$ cat src/rtl/mem_bus_mux_pkg.sv
// Shared definitions for the CPU-to-slave memory bus multiplexer.
package mem_bus_mux_pkg;

  // Transaction FSM encoding.
  typedef enum logic [1:0] {
    ST_IDLE  = 2'd0,
    ST_ISSUE = 2'd1,
    ST_WAIT  = 2'd2,
    ST_DONE  = 2'd3
  } state_e;

  // Address bit that separates RAM (0) from IO (1) in the default map.
  localparam int          IO_MAP_BIT = 22;
  localparam logic [31:0] RAM_BASE   = 32'h0000_0000;
  localparam logic [31:0] IO_BASE    = 32'h1 << IO_MAP_BIT;
  // Compare every bit at or above the IO map bit.
  localparam logic [31:0] MAP_MASK   = ~((32'h1 << IO_MAP_BIT) - 32'h1);

  // Read data returned on unmapped accesses and timeouts.
  localparam logic [31:0] ERR_RDATA  = 32'h0000_0000;

  // Width of a slave index; never zero so a single-slave build still has a bit.
  function automatic int idx_width(input int n);
    return (n > 1) ? $clog2(n) : 1;
  endfunction

endpackage

$ cat src/rtl/mem_bus_dec.sv
// Combinational address decoder: lowest-index matching slave wins.
module mem_bus_dec
  import mem_bus_mux_pkg::*;
#(
  parameter int                    NUM_SLV  = 2,
  parameter logic [32*NUM_SLV-1:0] SLV_BASE = {IO_BASE, RAM_BASE},
  parameter logic [32*NUM_SLV-1:0] SLV_MASK = {MAP_MASK, MAP_MASK},
  parameter int                    IW       = 1
) (
  input  logic [31:0]        addr_i,
  output logic [NUM_SLV-1:0] hit_vec_o,
  output logic               hit_o,
  output logic [IW-1:0]      idx_o
);

  // Scan from the top down so the lowest matching index is the last write.
  always_comb begin
    hit_o     = 1'b0;
    idx_o     = '0;
    hit_vec_o = '0;
    for (int i = NUM_SLV - 1; i >= 0; i--) begin
      if ((addr_i & SLV_MASK[32*i +: 32]) == SLV_BASE[32*i +: 32]) begin
        hit_o = 1'b1;
        idx_o = IW'(i);
      end
    end
    for (int i = 0; i < NUM_SLV; i++) begin
      hit_vec_o[i] = hit_o && (idx_o == IW'(i));
    end
  end

endmodule

$ cat src/rtl/mem_bus_mux.sv
// Single-master memory bus multiplexer with address decode and ready timeout.
// Handshake: a CPU request is present when cpu_rstrb_i=1 or cpu_wmask_i!=0 and
// is only accepted while cpu_busy_o=0; the selected slave sees its strobes for
// exactly one cycle, completes by raising slv_ready_i[sel], and the CPU sees
// completion as a one-cycle cpu_done_o pulse with cpu_err_o/cpu_rdata_o valid.
module mem_bus_mux
  import mem_bus_mux_pkg::*;
#(
  parameter int                    NUM_SLV  = 2,
  parameter logic [32*NUM_SLV-1:0] SLV_BASE = {IO_BASE, RAM_BASE},
  parameter logic [32*NUM_SLV-1:0] SLV_MASK = {MAP_MASK, MAP_MASK},
  parameter int                    TIMEOUT  = 16
) (
  input  logic                    clk,
  input  logic                    rst,
  input  logic [31:0]             cpu_addr_i,
  input  logic                    cpu_rstrb_i,
  input  logic [3:0]              cpu_wmask_i,
  input  logic [31:0]             cpu_wdata_i,
  output logic [31:0]             cpu_rdata_o,
  output logic                    cpu_busy_o,
  output logic                    cpu_done_o,
  output logic                    cpu_err_o,
  output logic [32*NUM_SLV-1:0]   slv_addr_o,
  output logic [NUM_SLV-1:0]      slv_rstrb_o,
  output logic [4*NUM_SLV-1:0]    slv_wmask_o,
  output logic [32*NUM_SLV-1:0]   slv_wdata_o,
  input  logic [32*NUM_SLV-1:0]   slv_rdata_i,
  input  logic [NUM_SLV-1:0]      slv_ready_i
);

  localparam int IW = idx_width(NUM_SLV);
  localparam int CW = (TIMEOUT > 0) ? $clog2(TIMEOUT + 1) : 1;

  state_e               state_q, state_d;
  logic [31:0]          addr_q, addr_d;
  logic [31:0]          wdata_q, wdata_d;
  logic [3:0]           wmask_q, wmask_d;
  logic                 rstrb_q, rstrb_d;
  logic [IW-1:0]        sel_q, sel_d;
  logic [NUM_SLV-1:0]   sel_oh_q, sel_oh_d;
  logic [CW-1:0]        cnt_q, cnt_d;
  logic [31:0]          rdata_q, rdata_d;
  logic                 err_q, err_d;
  logic                 done_q, done_d;

  logic                 req;
  logic [NUM_SLV-1:0]   hit_vec;
  logic                 hit;
  logic [IW-1:0]        hit_idx;
  logic                 sel_ready;
  logic [31:0]          sel_rdata;
  logic [CW-1:0]        cnt_inc;
  logic                 timeout_hit;

  mem_bus_dec #(
    .NUM_SLV  (NUM_SLV),
    .SLV_BASE (SLV_BASE),
    .SLV_MASK (SLV_MASK),
    .IW       (IW)
  ) u_dec (
    .addr_i    (cpu_addr_i),
    .hit_vec_o (hit_vec),
    .hit_o     (hit),
    .idx_o     (hit_idx)
  );

  assign req       = cpu_rstrb_i | (|cpu_wmask_i);
  assign sel_ready = |(slv_ready_i & sel_oh_q);
  assign sel_rdata = slv_rdata_i[32*int'(sel_q) +: 32];
  // Saturating increment; the timeout fires on the cycle the count would reach TIMEOUT.
  assign cnt_inc     = (&cnt_q) ? cnt_q : cnt_q + CW'(1);
  assign timeout_hit = (TIMEOUT != 0) && (cnt_inc == CW'(TIMEOUT));

  // Next-state and datapath update for the transaction FSM.
  always_comb begin
    state_d  = state_q;
    addr_d   = addr_q;
    wdata_d  = wdata_q;
    wmask_d  = wmask_q;
    rstrb_d  = rstrb_q;
    sel_d    = sel_q;
    sel_oh_d = sel_oh_q;
    cnt_d    = cnt_q;
    rdata_d  = rdata_q;
    err_d    = err_q;
    done_d   = 1'b0;
    case (state_q)
      ST_IDLE: begin
        if (req) begin
          addr_d   = cpu_addr_i;
          wdata_d  = cpu_wdata_i;
          wmask_d  = cpu_wmask_i;
          rstrb_d  = cpu_rstrb_i;
          sel_d    = hit_idx;
          sel_oh_d = hit_vec;
          if (hit) begin
            state_d = ST_ISSUE;
          end else begin
            state_d = ST_DONE;
            rdata_d = ERR_RDATA;
            err_d   = 1'b1;
            done_d  = 1'b1;
          end
        end
      end
      ST_ISSUE: begin
        // Ready seen here belongs to no request yet and is ignored.
        cnt_d   = '0;
        state_d = ST_WAIT;
      end
      ST_WAIT: begin
        if (sel_ready) begin
          rdata_d = sel_rdata;
          err_d   = 1'b0;
          done_d  = 1'b1;
          state_d = ST_DONE;
        end else if (timeout_hit) begin
          rdata_d = ERR_RDATA;
          err_d   = 1'b1;
          done_d  = 1'b1;
          state_d = ST_DONE;
        end else begin
          cnt_d = cnt_inc;
        end
      end
      ST_DONE: begin
        state_d = ST_IDLE;
      end
      default: begin
        state_d = ST_IDLE;
      end
    endcase
  end

  // State and latched-request registers with synchronous active-low reset.
  always_ff @(posedge clk) begin
    if (!rst) begin
      state_q  <= ST_IDLE;
      addr_q   <= '0;
      wdata_q  <= '0;
      wmask_q  <= '0;
      rstrb_q  <= 1'b0;
      sel_q    <= '0;
      sel_oh_q <= '0;
      cnt_q    <= '0;
      rdata_q  <= '0;
      err_q    <= 1'b0;
      done_q   <= 1'b0;
    end else begin
      state_q  <= state_d;
      addr_q   <= addr_d;
      wdata_q  <= wdata_d;
      wmask_q  <= wmask_d;
      rstrb_q  <= rstrb_d;
      sel_q    <= sel_d;
      sel_oh_q <= sel_oh_d;
      cnt_q    <= cnt_d;
      rdata_q  <= rdata_d;
      err_q    <= err_d;
      done_q   <= done_d;
    end
  end

  // Strobes reach only the selected slave, and only while in ISSUE.
  always_comb begin
    slv_rstrb_o = '0;
    slv_wmask_o = '0;
    if (state_q == ST_ISSUE) begin
      for (int i = 0; i < NUM_SLV; i++) begin
        slv_rstrb_o[i]       = sel_oh_q[i] & rstrb_q;
        slv_wmask_o[4*i +: 4] = sel_oh_q[i] ? wmask_q : 4'b0000;
      end
    end
  end

  assign slv_addr_o  = {NUM_SLV{addr_q}};
  assign slv_wdata_o = {NUM_SLV{wdata_q}};
  assign cpu_rdata_o = rdata_q;
  assign cpu_err_o   = err_q;
  assign cpu_done_o  = done_q;
  assign cpu_busy_o  = (state_q != ST_IDLE);

endmodule
$ cat config.mk
export PLATFORM = sky130hd
export DESIGN_NAME = mem_bus_mux
export DESIGN_NICKNAME = d
export VERILOG_FILES = /design/src/rtl/mem_bus_mux_pkg.sv /design/src/rtl/mem_bus_dec.sv /design/src/rtl/mem_bus_mux.sv
export SDC_FILE = /design/constraint.sdc
export NUM_CORES = 1
export LEC_CHECK = 0
export ABC_AREA = 1
export CORE_MARGIN = 2
export CORE_UTILIZATION = 39
export CTS_CLUSTER_DIAMETER = 100
export CTS_CLUSTER_SIZE = 16
export DETAILED_ROUTE_END_ITERATION = 7
export PLACE_DENSITY = 0.81
export SYNTH_ARGS = -nofsm -noshare
export SYNTH_HDL_FRONTEND = slang
export SYNTH_HIERARCHICAL = 1
export SYNTH_SLANG_ARGS = --single-unit
$ cat constraint.sdc
create_clock -name clk -period 2.1 [get_ports clk]
set_input_delay 0.42 -clock clk [delete_from_list [all_inputs] [get_ports clk]]
set_output_delay 0.42 -clock clk [all_outputs]
set_load 0.05 [all_outputs]
# After elaboration in Yosys (flattened, before gate mapping)
# Cells that the tools add are included.
# totals
regBits	113
latch_bits	0
mem_bits_rw	0
mem_bits_ro	0
in_bits	137
memories	0
# classes
add_sub_neg	1
multipliers	0
div	0
n_lt_le_gt_ge	0
eq_ne	10
n_shift	1
n_mux	31
n_bitwise	5
reduce_logical	14
# op_table
operator	n
$mux W32	4
$pmux W32 S2	1
$shiftx A64 B7 Y32	1
$logic_not A32 Y1	1
$mux W5	3
$mux W1	11
$eq A10 B1 Y1 const B	1
$mux W2	5
$pmux W5 S2	1
$mux W4	2
$mux W8	1
$ne A2 B2 Y1 const B	4
$pmux W2 S4	1
$reduce_bool A2 Y1	3
$add A5 B1 Y5 const B	1
$eq A5 B5 Y1 const B	1
$reduce_and A5 Y1	1
$eq A2 B2 Y1 const B	2
$pmux W1 S2	2
$reduce_and A2 Y1	2
$reduce_and A4 Y1	1
$reduce_or A4 Y1	1
$ne A3 B3 Y1 const B	1
$reduce_and A3 Y1	1
8 further kinds	10

# Depth between registers and ports, before layout
# Gate-level depths: netlist of run 1.
# logic_depth
word_depth	6
ltp_mapped	14

# Cells and area by module
# The synthesis of run 1 kept the hierarchy.
# modules_own_cells
module	n_inst	cells_per_inst	area_per_inst_um2
mem_bus_mux	1	859	5610.4
mem_bus_dec	1	14	68.8

# Worst setup path before layout of run 1
# No wires, ideal clock.
# synth_timing
path_kind	register to output
start	reg state_q[1]
end	out slv_rstrb_o[1]
arrival_ns	1.303
required_ns	1.680
path_slack_ns	0.377
stages_incl_launch_ff	5
cell_sequence	dfxtp_1 inv_1 ha_1 nand2_1 nor2_1
# synth_via
elab_chain_cells	2
# synth_lines
element	line	text
start, declared	mem_bus_mux.sv:35	state_e state_q, state_d;
start signal, assigned	mem_bus_mux.sv:151	state_q <= state_d;
$eq A2 B1 Y1	mem_bus_mux.sv:169	if (state_q == ST_ISSUE) begin
$mux W2	mem_bus_mux.sv:169	
end, declared	mem_bus_mux.sv:25	output logic [NUM_SLV-1:0] slv_rstrb_o,
# No other way between the ends.

# Worst setup path after layout of run 1
# layout_timing
start	reg wdata_q[8]
end	out slv_wdata_o[8]
# layout_rtl
element	line	text
start, declared	mem_bus_mux.sv:37	logic [31:0] wdata_q, wdata_d;
start signal, assigned	mem_bus_mux.sv:153	wdata_q <= wdata_d;
end, declared	mem_bus_mux.sv:27	output logic [32*NUM_SLV-1:0] slv_wdata_o,
# No word-level cell between the ends.

==> results_dict.tcl, run 1 <==
set metrics [dict create \
    synth_cell_types 21 \
    irDropWorstVdd_mv 1.07 \
    ant_nets 0 \
    min_period_over_period_pct 97.5 \
    critPathLaunchType "register" \
    grt_max_degree 64 \
    relSlewSlack_pct 61.3 \
    die_y_um 125 \
    fmax_ghz 0.488 \
    numCtsBuffers 17 \
    crit_path_top_delay_cell "clkdlybuf4s50_1" \
    yosysSeqAreaShare_pct 39.8 \
    synthCells 873 \
    rows 44 \
    placed_cell_area_mm2 0.00862 \
    core_mm2 0.0144 \
    htreeDepth 4 \
    holdCritPathClass "reg2reg" \
    io_buffers 309 \
    antenna_found_initial 0 \
    synth_fp_nets 1014 \
    drv_slew 0 \
    path_clk_slew_ps 60 \
    synthFlopType "dfxtp_1" \
    cp_num_buf_inv 1 \
    vias_per_cell 4.70 \
    synth_area_leader_cell "dfxtp_1" \
    switchingPower_uw 9390 \
    tightest_slew_ps 578 \
    worstPathRequired_ps 1680 \
    seq_area_mm2 0.00226 \
    cts-root-buf "clkbuf_16" \
    setup_viol_count_final 0 \
    yosys_warnings 6 \
    cts_tree "built" \
    routabilityCongestion 0.830 \
    critical_path.endpoint_type "primary output" \
    grt_pass1_wl_um 29600 \
    utilization_pct 64.4 \
    routed_wl_um 19000 \
    drt-initial-drc-count 349 \
    synth_edf_count 0 \
    vias 6110 \
    multi_input_area_mm2 0.00238 \
    intPower_uw 8770 \
    drive_gt1_share_pct 7.25 \
    synth.avg_cell_area_um2 6.51 \
    first_pass_iters 5 \
    seqPwrFrac_pct 20.4 \
    grt.overflow.total 0 \
    path_class "reg2out" \
    die_w_um 125 \
    drcViolationCount 0 \
    numClockSinks 113 \
    status "finished clean" \
    finalHoldViolations 0 \
    num_antenna_cells 0 \
    grtUsageTotal_pct 24.1 \
    cp_max_fo 3 \
    critical-path-top-delay-family "buffers and inverters" \
    clock-skew-final_ps 7.53 \
    total_power_uw 18200 \
    grt_pass1_vias 5693 \
    maxCapViolCount 0 \
    netlist_area_mm2 0.00568 \
    initial_utilization_pct 39.5 \
    cpPeakStageDelay_ps 830 \
    ioPinCount 310 \
    leakagePower_uw 0.00412 \
    powerDensity_mw_per_mm2 1960 \
    layout_min_cycle_time_ps 2050 \
    synth_seq_cells 113 \
    power_frac_comb_pct 62.9 \
    async_reset_ff_share_pct 0 \
    switching_share_pct 51.7 \
    area_growth_syn_to_layout_pct 62.9 \
    worstPathCellList "clkdlybuf4s50_1" \
    ctsLongestPathBuffers 2 \
    routedWlPerCell_um 14.6 \
    num-nets-final 1247 \
    worstPathArrival_ps 1630 \
    synth.most_common_cell "nand2_1" \
    ys_top_cells_by_area "dfxtp_1 (40%), nand2_1 (14%), nor2_1 (13%)" \
    dpl.hpwl_um 14200 \
    synth_common_cells "nand2_1 (218), nor2_1 (193), dfxtp_1 (113)" \
    synth_top_area_share_pct 39.8 \
    fin_area_mm2 0.00925 \
    clkPwrFrac_pct 16.7 \
    clk_latency_ps 410 \
    n_fill_cell 1241 \
    die_area_mm2 0.0155 \
]
-- layer usage --
metal  GRT usage [%]  vias to the layer above  wire, µm
met3            8.08                       43      1510
li1                -                     3088         -
met5               0                        -         0
met1            27.1                     2716      7430
met2            40.8                      263      9230
met4            12.0                        0       798
-- power groups by stage --
stage | logic, µW | clock network, µW | registers, µW
after global placement | 11300 | 0 | 3720
after detailed placement | 11500 | 0 | 3730
after floorplan | 5570 | 0 | 6370
after CTS | 11500 | 3070 | 3700
final | 11400 | 3030 | 3700
after global routing | 12200 | 3180 | 3830
-- flip-flops by register name, summed over array words and instances, names as in the netlist --
signal,flops
cpu_err_o,1
wdata_q,32
rstrb_q,1
state_q,2
cnt_q,5
cpu_done_o,1
wmask_q,4
sel_oh_q,2
addr_q,32
sel_q,1
cpu_rdata_o,32
-- layout by cell type (no fill, tap or decap), types with 2 or more instances in the layout --
cell type	n
a21oi_1	18
buf_12	18
buf_4	25
bufinv_16	4
clkbuf_1	2
clkbuf_16	17
clkbuf_8	2
clkdlybuf4s50_1	284
clkinv_4	2
clkinvlp_4	2
dfxtp_1	112
dlymetal6s2s_1	2
ha_1	4
inv_1	87
nand2_1	217
nand3_1	10
nand3_2	2
nand4_1	32
nor2_1	192
nor2_2	2
o21ai_0	72
-- worst paths after layout --
path / end / cells after the start / from / slack [ps]
hold / removal: wmask_q[1] / 2 / wmask_q[1] / 480
setup / recovery: slv_wdata_o[8] / 1 / wdata_q[8] / 50
setup reg to reg: cpu_rdata_o[27] / 11 / cnt_q[1] / 210
hold reg to reg: wmask_q[1] / 2 / wmask_q[1] / 480
-- cells by family (layout without fill, tap and decap cells) --
| family | after synthesis | count (layout) | synth area share, % |
|---|---|---|---|
| compound gates | 93 | 93 | 8.31 |
| fa+ha+maj | 4 | 4 | 0.881 |
| buf+inv | 204 | 448 | 18.3 |
| flops | 113 | 113 | 39.8 |
| simple gates | 459 | 459 | 32.7 |
-- repair_timing --
| item | in CTS | in global routing |
|---|---|---|
| buffers inserted | 0 | 1 |
| resized for setup | 1 | 3 |
| hold buffers | 0 | 0 |
| setup endpoints to repair | 1 | 35 |
| pin swaps | 0 | 1 |
-- area by class of cell --
class	instances	area share [%]
repair buffers	330	37.0
multi-input cells	556	25.8
flip-flops and latches	113	24.5
clock buffers	21	4.98
inverters	88	3.57
well taps	184	2.49
clock inverters	9	1.70
-- per-stage QoR --
step,hold slack (ps),cells,setup TNS [ps],worst slack (ps)
2_1_floorplan,437,873,0,377
3_5_place_dp,471,1270,0,12.5
6_report,476,1301,0,52.5
5_1_grt,485,1301,-11.8,-8.97
3_3_place_gp,451,1270,0,60.6
4_1_cts,465,1300,0,18.3
No activity file was read; power rests on OpenSTA's default activity.
==> run 2, diff against run 1 <==
- CORE_UTILIZATION: 39 -> 40
- CTS_BUF_LIST: not set -> sky130_fd_sc_hd__clkbuf_8
- PLACE_DENSITY: 0.81 -> 0.82
==> run 2 against run 1 <==
Effect of this change:
- register-to-register slack improved by 20 ps
- total power fell by 5.2%
- global-route usage rose by 0.16 points
- non-clock buffer count fell by 3
- via count fell by 0.23%
- cell count fell by 0.38%
- count of clock-buffer cells in the layout fell by 1
- cell area fell by 1.8%
- core utilization rose by 1.1 points
- largest cell class unchanged
==> results_dict.tcl, run 2 (synthesis gave the netlist of run 1 again) <==
set metrics [dict create \
    status "finished clean" \
    fmax_ghz 0.487 \
    fin_area_mm2 0.00908 \
    placed_cell_area_mm2 0.00861 \
    setup_viol_count_final 0 \
    path_class "reg2out" \
    post-place-cells 1264 \
    maxCapViolCount 0 \
    rr_startpoint "cnt_q[1]" \
    area_growth_syn_to_layout_pct 60.0 \
    ioPinCount 310 \
    rsz0062_at_grt "true" \
    ant_nets 0 \
    rows 43 \
    io_buffers 309 \
    grt_pass1_wl_um 28200 \
    post_cts_buffers 0 \
    die_w_um 123 \
    cts-root-buf "clkbuf_8" \
    worstPathCellList "clkdlybuf4s50_1" \
    die_area_mm2 0.0152 \
    routedWlPerCell_um 14.5 \
    drcViolationCount 0 \
    cp_max_fo 3 \
    drive_gt1_share_pct 7.35 \
    seq_area_mm2 0.00226 \
    core_mm2 0.0139 \
    crit_path_top_delay_cell "clkdlybuf4s50_1" \
    routed_wl_um 18800 \
    clk_latency_ps 430 \
    min_period_over_period_pct 97.8 \
    numCtsBuffers 17 \
    crit_start "wdata_q[27]" \
    irDropWorstVdd_mv 1.03 \
    dpl.hpwl_um 14300 \
    worstPathArrival_ps 1630 \
    critical_path.endpoint_type "primary output" \
    stdcell_count 1296 \
    initial_utilization_pct 40.9 \
    leakagePower_uw 0.00440 \
    post-place-ws_ps 3.33 \
    grt_pass1_vias 5579 \
    critical-path-top-delay-family "buffers and inverters" \
    critPathLaunchType "register" \
    worstPathRequired_ps 1680 \
    holdWs_ps 407 \
    ctsLongestPathBuffers 2 \
    hold_depth 3 \
    relSlewSlack_pct 62.0 \
    holdCritPathClass "in2reg" \
    grtUsageTotal_pct 24.3 \
    clock-skew-final_ps 6.89 \
    reg2reg_depth 10 \
    tightest_slew_ps 569 \
    cts_tree "built" \
    multi_input_area_mm2 0.00238 \
    drt-initial-drc-count 257 \
    r2r-end "cnt_q[1]" \
    rrSetupSlack_ps 230 \
    die_y_um 123 \
    grt_max_degree 53 \
    holdBufCountCts 0 \
    layout_common_cells "clkdlybuf4s50_1 (252), nand2_1 (217), nor2_1 (192)" \
    grt.overflow.total 0 \
    routabilityCongestion 0.881 \
    vias_per_cell 4.70 \
    cp_num_buf_inv 1 \
    layout_min_cycle_time_ps 2050 \
    cp.depth 1 \
    cp-endpoint "slv_wdata_o[59]" \
    antenna_found_initial 0 \
    first_pass_iters 4 \
    n_fill_cell 1231 \
    num_antenna_cells 0 \
    htreeDepth 4 \
    num-nets-final 1244 \
    powerDensity_mw_per_mm2 1890 \
    drv_slew 0 \
    worst_slack_ps 45.4 \
    numClockSinks 113 \
    total_power_uw 17200 \
    path_clk_slew_ps 70 \
    finalHoldViolations 0 \
    layout_commonest_cell "clkdlybuf4s50_1" \
    vias 6096 \
    cpPeakStageDelay_ps 820 \
]
==> run 2: power by group <==
part | total [µW] | internal, µW | switching, µW
sequential | 3670 | 3050 | 615
clock | 2130 | 1250 | 883
combinational | 11400 | 3650 | 7770
==> run 2: what timing repair did <==
action / CTS / global route
gates resized for setup: 7 / 28
pin swaps: 0 / 0
setup endpoints to repair: 9 / 43
endpoints found under the hold margin: 0 / 0
==> run 2: routing by layer <==
| layer | up-vias | global-route usage (%) | part of all wire [%] |
|---|---|---|---|
| li1 | 3070 | - | - |
| met1 | 2745 | 25.9 | 37 |
| met2 | 254 | 43.2 | 51 |
| met3 | 27 | 8.39 | 9.3 |
| met4 | 0 | 10.6 | 2.7 |
| met5 | - | 0 | 0 |
==> run 2: area by class of cell <==
| class | count | share of cell area (%) |
|---|---|---|
| repair buffers | 327 | 38.1 |
| well taps | 180 | 2.48 |
| flip-flops and latches | 113 | 24.9 |
| clock buffers | 20 | 3.03 |
| clock inverters | 12 | 1.54 |
| inverters | 88 | 3.64 |
| multi-input cells | 556 | 26.2 |
==> run 2: worst min-delay path by stage <==
| stage | to | slack, ps | from |
|---|---|---|---|
| floorplan | sel_oh_q[0] | 440 | sel_oh_q[0] |
| global placement | wmask_q[1] | 450 | wmask_q[1] |
| detailed placement | wmask_q[0] | 460 | wmask_q[0] |
| CTS | wdata_q[15] | 360 | rst |
| global route | wdata_q[24] | 390 | rst |
| finish | wdata_q[28] | 410 | rst |
==> run 2: per-stage QoR <==
stage | setup TNS, ps | util (%)
after floorplan | 0 | -
after global placement | 0 | 62.0
after detailed placement | 0 | 62.0
after CTS | 0 | 64.9
after global routing | -701 | 65.4
final | 0 | 65.4
